--- config.mk ---
export PLATFORM = sky130hd
export DESIGN_NAME = digit_scan_counter
export DESIGN_NICKNAME = d
export VERILOG_FILES = /design/src/rtl/digit_scan_counter.sv
export SDC_FILE = /design/constraint.sdc
export NUM_CORES = 1
export LEC_CHECK = 0
export BUFFER_PORTS_ARGS = -buffer_cell sky130_fd_sc_hd__buf_4
export CORE_ASPECT_RATIO = 1.75
export CORE_MARGIN = 2
export CORE_UTILIZATION = 48
export DETAILED_ROUTE_END_ITERATION = 12
export PLACE_DENSITY = 0.78
export SYNTH_ARGS = -nofsm -noshare
export SYNTH_HDL_FRONTEND = slang
export SYNTH_SLANG_ARGS = --single-unit
--- constraint.sdc ---
create_clock -name clk -period 3.6 [get_ports clk]
set_input_delay 0.18 -clock clk [delete_from_list [all_inputs] [get_ports clk]]
set_output_delay 0.18 -clock clk [all_outputs]
set_load 0.03 [all_outputs]
--- src/rtl/digit_scan_counter.sv ---
// Prescaled multi-digit up/down counter (BCD or hex) with a time-multiplexed digit scanner.
// Define LEADING_ZERO_BLANK_EN to blank leading zero digits during their scan slots.
module digit_scan_counter #(
    parameter int N_DIGITS = 4,
    parameter int TICK_DIV = 50000000,
    parameter int SCAN_DIV = 50000,
    parameter int RADIX    = 10
) (
    input  logic                  clk,
    input  logic                  rst_n,
    input  logic                  en,
    input  logic                  up,
    input  logic                  clr,
    output logic [3:0]            dig,
    output logic [N_DIGITS-1:0]   an,
    output logic [4*N_DIGITS-1:0] count,
    output logic                  wrap
);
    localparam int PW = $clog2(TICK_DIV);
    localparam int SW = $clog2(SCAN_DIV);
    localparam int IW = (N_DIGITS > 1) ? $clog2(N_DIGITS) : 1;
    localparam logic [PW-1:0] TICK_MAX = PW'(TICK_DIV - 1);
    localparam logic [SW-1:0] SCAN_MAX = SW'(SCAN_DIV - 1);
    localparam logic [IW-1:0] IDX_MAX  = IW'(N_DIGITS - 1);
    localparam logic [3:0]    DIG_MAX  = 4'(RADIX - 1);

    logic [PW-1:0]         presc;
    logic [SW-1:0]         scan_cnt;
    logic [IW-1:0]         scan_idx;
    logic [IW-1:0]         idx_nxt;
    logic                  tick;
    logic                  roll;
    logic                  scan_last;
    logic [4*N_DIGITS-1:0] count_nxt;
    logic [3:0]            cur;
    logic [3:0]            dig_nxt;
    logic [N_DIGITS-1:0]   an_nxt;
`ifdef LEADING_ZERO_BLANK_EN
    logic                  blank;
`endif

    assign tick = en && (presc == TICK_MAX);

    // Ripple carry/borrow: roll stays set only if every digit wrapped.
    always_comb begin
        count_nxt = count;
        roll      = 1'b1;
        cur       = '0;
        for (int unsigned i = 0; i < N_DIGITS; i++) begin
            cur = count[4*i +: 4];
            if (roll) begin
                if (up) begin
                    if (cur == DIG_MAX) begin
                        count_nxt[4*i +: 4] = '0;
                    end else begin
                        count_nxt[4*i +: 4] = cur + 4'd1;
                        roll                = 1'b0;
                    end
                end else begin
                    if (cur == '0) begin
                        count_nxt[4*i +: 4] = DIG_MAX;
                    end else begin
                        count_nxt[4*i +: 4] = cur - 4'd1;
                        roll                = 1'b0;
                    end
                end
            end
        end
    end

    always_ff @(posedge clk or negedge rst_n) begin
        if (!rst_n) begin
            presc <= '0;
            count <= '0;
            wrap  <= 1'b0;
        end else if (clr) begin
            presc <= '0;
            count <= '0;
            wrap  <= 1'b0;
        end else begin
            wrap <= 1'b0;
            if (en) begin
                if (tick) begin
                    presc <= '0;
                    count <= count_nxt;
                    wrap  <= roll;
                end else begin
                    presc <= presc + 1'b1;
                end
            end
        end
    end

    // dig/an are derived from the index they will hold next, so both register together.
    always_comb begin
        scan_last = (scan_cnt == SCAN_MAX);
        idx_nxt   = scan_idx;
        if (scan_last) begin
            idx_nxt = (scan_idx == IDX_MAX) ? '0 : scan_idx + 1'b1;
        end
        dig_nxt = count[4*idx_nxt +: 4];
        an_nxt  = ~(N_DIGITS'(1) << idx_nxt);
`ifdef LEADING_ZERO_BLANK_EN
        blank = (idx_nxt != '0);
        for (int unsigned i = 0; i < N_DIGITS; i++) begin
            if ((i >= 32'(idx_nxt)) && (count[4*i +: 4] != '0)) begin
                blank = 1'b0;
            end
        end
        if (blank) begin
            an_nxt = '1;
        end
`endif
    end

    always_ff @(posedge clk or negedge rst_n) begin
        if (!rst_n) begin
            scan_cnt <= '0;
            scan_idx <= '0;
            dig      <= '0;
            an       <= ~(N_DIGITS'(1));
        end else begin
            scan_cnt <= scan_last ? '0 : scan_cnt + 1'b1;
            scan_idx <= idx_nxt;
            dig      <= dig_nxt;
            an       <= an_nxt;
        end
    end

endmodule
After elaboration in Yosys (flattened, before gate mapping). Cells that the tools add are included.

Word-level logic and storage cells: 87. Register bits: 69. Output and inout port bits: 25.

Multiplexer cells: 42. Bitwise operators: 1. Equality and inequality tests: 7. Shifts and indexed selects: 2. Reductions and logical operators: 14. $add $sub $neg: 11.

Operator list (number): 26-bit 2-to-1 mux (3); 16-bit 2-to-1 mux (4); 4-bit 2-to-1 mux (15); 26-bit by 1-bit adder with 26-bit output, second input constant (1); 26-bit equality test, second input constant (1); 1-bit 2-to-1 mux (18); 16-bit by 1-bit adder with 16-bit output, second input constant (1); 4-bit by 1-bit adder with 4-bit output, second input constant (4); 16-bit equality test, second input constant (1); 4-bit equality test, second input constant (4); 4-bit zero test (4); 16-bit by 5-bit indexed part select with 4-bit output (1); 4-bit by 1-bit subtractor with 4-bit output, second input constant (4); 2-bit nonzero test (5); 3-bit AND reduction (3); 2-bit 2-to-1 mux (2); 4-bit NOT (1); 1-bit by 2-bit << shifter with 4-bit output, first input constant (1); 2-bit by 1-bit adder with 2-bit output, second input constant (1); 2-bit equality test, second input constant (1); 2-bit AND reduction (1); 1-bit logical AND (1).

Depth between registers and ports, before layout.
Word-level depth: 9. Gate-level depth with buffers: 8. Depth with buffers taken out: 6.

Least setup slack after synthesis. No wires, ideal clock.

Kind: flip-flop to flip-flop. From: reg count[0]. To: reg count[12]. Library setup time: 0.125 ns. Buffers on the path: 1. Data required time: 3.475 ns. Stages on the path, launching flop included: 7. Slack: 1.458 ns. Period minus slack after synthesis: 2.142 ns. Arrival: 2.017 ns. Cell sequence: dfrtp_1 buf_2 nor3_1 o21ai_1 nor4_4 nand2_2 mux2_4.

Longest elaborated chain between the ends: 7. Elaborated cells on any way between the ends: 9. Classes of those cells: eq/ne: 1; mux: 5; reduce/logical: 3.

Ends and longest elaborated chain: from (decl) (RTL line 16) `output logic [4*N_DIGITS-1:0] count,`; from (signal assigned) (RTL line 85) `count <= count_nxt;`; 4-bit equality test / 4-bit zero test (equally long branches) (RTL line 53, 60); 1-bit 2-to-1 mux (on tied branches) (RTL line 53, 60); 1-bit 2-to-1 mux * (RTL line 52) `if (up) begin`; 1-bit 2-to-1 mux * (2 in a row) (RTL line 51) `if (roll) begin`; 2-bit nonzero test (no source line) *; 3-bit AND reduction (no source line) *.

Mark *: on every way between the ends. The rest lies on a longest branch, timed or not. A chain may end at the register's enable or synchronous reset.

Worst setup path after layout.
From: reg presc[0]. To: reg count[1].

Longest elaborated chain between the ends: 4.

Ends and longest elaborated chain: from (decl) (RTL line 27) `logic [PW-1:0] presc;`; from (signal assigned) (RTL line 88) `presc <= presc + 1'b1;`; 26-bit equality test (RTL line 42) `assign tick = en && (presc == TICK_MAX);`; 1-bit logical AND (RTL line 42); 2-bit nonzero test (no source line); 2-bit AND reduction (no source line).

No other way between the ends.

==> impl_metrics.py <==
metrics = {
    "global_routing": {
        "overflow": 0,
        "grt_pass1_wl_um": 14810,
        "grt_max_degree": 70,
        "grt_pass1_vias": 3113,
        "antenna_found_initial": 0,
        "gr-usage-all-layers": 0.2131,
    },
    "placement": {
        "place_congestion": 0.8914,
        "dpl_worst_slack_ns": 1.150,
        "portBuffers": 29,
        "place_hpwl_um": 6267,
        "dpl.cell_count": 517,
    },
    "power_and_ir_drop": {
        "power_density_nw_per_um2": 410.8,
        "ir_drop_uv": 321.5,
        "leakagePower_nw": 2.083,
        "power.total_mw": 1.862,
    },
    "synth": {
        "synthCells": 423,
        "netlist_area_um2": 3950,
        "synth_seq_cells": 69,
        "synth_warnings": 0,
        "synth_top_area_frac": 0.4181,
        "synth_top_family_by_area": "simple AND/OR/NAND/NOR gates",
        "ys.flop_type": "dfrtp_1",
        "synth_xor_xnor_area_share": 0.1020,
        "synthAdderAreaFrac": 0.009503,
        "synthMuxAreaShare": 0.05448,
        "synth-async-reset-ratio": 1.000,
        "synth_edf_count": 0,
        "syn-num-nets": 431,
        "avgSynthCellArea_um2": 9.338,
        "synth-compound-area-share": 0.08964,
        "ys_seq_area_frac": 0.4381,
        "synth_simple_gate_area_frac": 0.2699,
        "ys_types": 56,
        "yosys-top-cells-area": "dfrtp_1, xor2_1, nor2_1",
        "synth_top_area_cell": "dfrtp_1",
    },
    "floorplan": {
        "start_util": 0.4961,
        "io_pins": 30,
        "die_x_um": 72.58,
        "std_cell_rows": 43,
        "die_h_um": 124.0,
        "core_um2": 7963,
        "die_area_um2": 9000,
    },
    "clock_tree": {
        "cts_sinks": 69,
        "cts_tree": "yes",
        "clk_transition_reported_paths_ns": 0.05,
        "insertion_delay_ns": 0.34,
        "clock_path_buffers": 2,
        "cts_resized": 0,
        "cts_made_buffers": 9,
        "cts_htree_levels": 3,
        "clockRootBuffer": "clkbuf_16",
    },
    "setup_path": {
        "critPathMaxFanout": 12,
        "crit_required_ns": 3.86,
        "crit_type": "reg2reg",
        "cp.arrival_ns": 2.78,
        "crit_path_end_kind": "register",
        "startpoint_type": "register",
    },
    "layout": {
        "area_growth_syn_to_layout_pct": 14.76,
        "fin_util": 0.5693,
        "final-instance-count-excl-fill": 534,
        "fillers": 681,
        "ff_latch_area_um2": 1730,
        "multi_input_area_um2": 2076,
        "antennaDiodeCount": 0,
        "nNetsFinal": 447,
        "layout-drive-gt1-share": 0.1284,
    },
    "sta": {
        "slew_headroom": 0.4216,
        "period_needed_ns": 2.520,
        "setup_violations": 0,
        "hold_viol": 0,
        "worst_pin_slew_ns": 0.8676,
        "worst_slack_ns": 1.080,
        "rsz0062_at_grt": "no",
        "fin_skew_ns": 0.006907,
        "drv_slew": 0,
        "max_freq_ghz": 0.3968,
        "tns_ns": 0,
        "min_period_over_period": 0.7000,
    },
    "drt": {
        "first_pass_iters": 7,
        "wl_per_cell_um": 17.31,
        "route.detailed.drc": 0,
        "via_per_inst": 6.127,
        "drtIter0Drc": 237,
        "via_count": 3272,
        "routed_wl_um": 9243,
        "ant_nets": 0,
    },
    "job": {
        "maxCapViolations": 0,
    },
    "hold_path": {
        "hp-class": "in2reg",
    },
    "status": {
        "status": "completed",
    },
}
area by class of cell:
type	count	share of cell area
multi-input combinational	318	0.4579
sequential	69	0.3817
clock buffer	12	0.05437
timing repair buffer	31	0.05189
tap	90	0.02484
clock inverter	4	0.02098
inverter	10	0.008280
final timing paths:
check / start / to / slack (ns) / cells after the start
worst max-delay path: presc[0]$_DFFE_PN0P_ / count[1]$_DFFE_PN0P_ / 1.08 / 6
worst min-delay path: clr / count[8]$_DFFE_PN0P_ / 0.21 / 2
worst max register to register: presc[0]$_DFFE_PN0P_ / count[1]$_DFFE_PN0P_ / 1.08 / 6
worst min register to register: scan_cnt[0]$_DFF_PN0_ / scan_cnt[0]$_DFF_PN0_ / 0.47 / 1
max in group asynchronous: rst_n / scan_cnt[10]$_DFF_PN0_ / 2.53 / 2
min in group asynchronous: rst_n / count[5]$_DFFE_PN0P_ / 0.49 / 2
logic make-up (layout without fill, tap and decap cells):
family / count (synthesis) / in the layout
xor+xnor: 46 / 46
simple gates: 194 / 194
flops: 69 / 69
compound gates: 54 / 54
mux: 21 / 21
fa+ha+maj: 3 / 3
buf+inv: 36 / 57
cell usage in the layout, fill, tap and decap left out, types with 6 or more instances in the layout:
| cell | netlist | routed |
|---|---|---|
| inv_1 | 10 | 10 |
| nor3_1 | 12 | 12 |
| or3_1 | 6 | 6 |
| nor2_1 | 55 | 55 |
| xnor2_1 | 16 | 16 |
| dfrtp_1 | 66 | 66 |
| o21ai_0 | 7 | 7 |
| a21oi_1 | 23 | 23 |
| nor4_1 | 7 | 7 |
| mux2i_1 | 20 | 20 |
| nand4_1 | 12 | 12 |
| nand2_1 | 29 | 29 |
| nand3_1 | 22 | 22 |
| xor2_1 | 30 | 30 |
| and3_1 | 11 | 11 |
| buf_4 | 0 | 30 |
| clkbuf_16 | 0 | 9 |
registers in the layout, summed over array words and instances, names as in the netlist:
signal    count
an            4
count        16
dig           4
presc        26
scan_cnt     16
scan_idx      2
wrap          1
routing by layer:
metal,global-route usage,vias up,routed length (µm)
met5,0,-,0
met4,0.1181,0,392
met3,0.04854,43,449
met2,0.3869,125,4935
met1,0.2205,1571,3466
li1,-,1533,-
worst max-delay path, stage by stage, from the launching register on:
cell and delay [ns]:
dfrtp_1 0.42, ha_1 0.28, and2_1 0.25, and4_1 0.29, nand4_1 0.42, or4_1 0.63
a21oi_1 0.16
metrics by stage:
step	instance area [µm²]	hold WS, ns
finish	4533	0.2134
global route	4533	0.2308
CTS	4533	0.2098
detailed placement	4182	0.3480
global placement	4182	0.3362
floorplan	3950	-0.1156
Yosys cell counts, drive strengths merged (5+ instances only):
library cell and number:
nand2 30, clkbuf 13, dfrtp 66, and3 11
nor4bb 5, xnor2 16, xor2 30, buf 13
nor4 9, nand3 22, inv 10, mux2i 20
nor3 12, nor2 55, a21oi 23, nand2b 5
o21ai 8, nand4 15, or3 7
timing repair:
item	in CTS	in global routing
setup endpoints to repair	0	0
hold endpoints to repair	28	0
setup buffers	0	0
hold buffers	1	0
power breakdown:
group / switching (mW) / internal [mW] / leakage (nW)
registers: 0.00258 / 0.778 / 0.938
logic: 0.0443 / 0.0170 / 0.978
clock network: 0.326 / 0.695 / 0.167
Power figures use the tool's default switching activity.
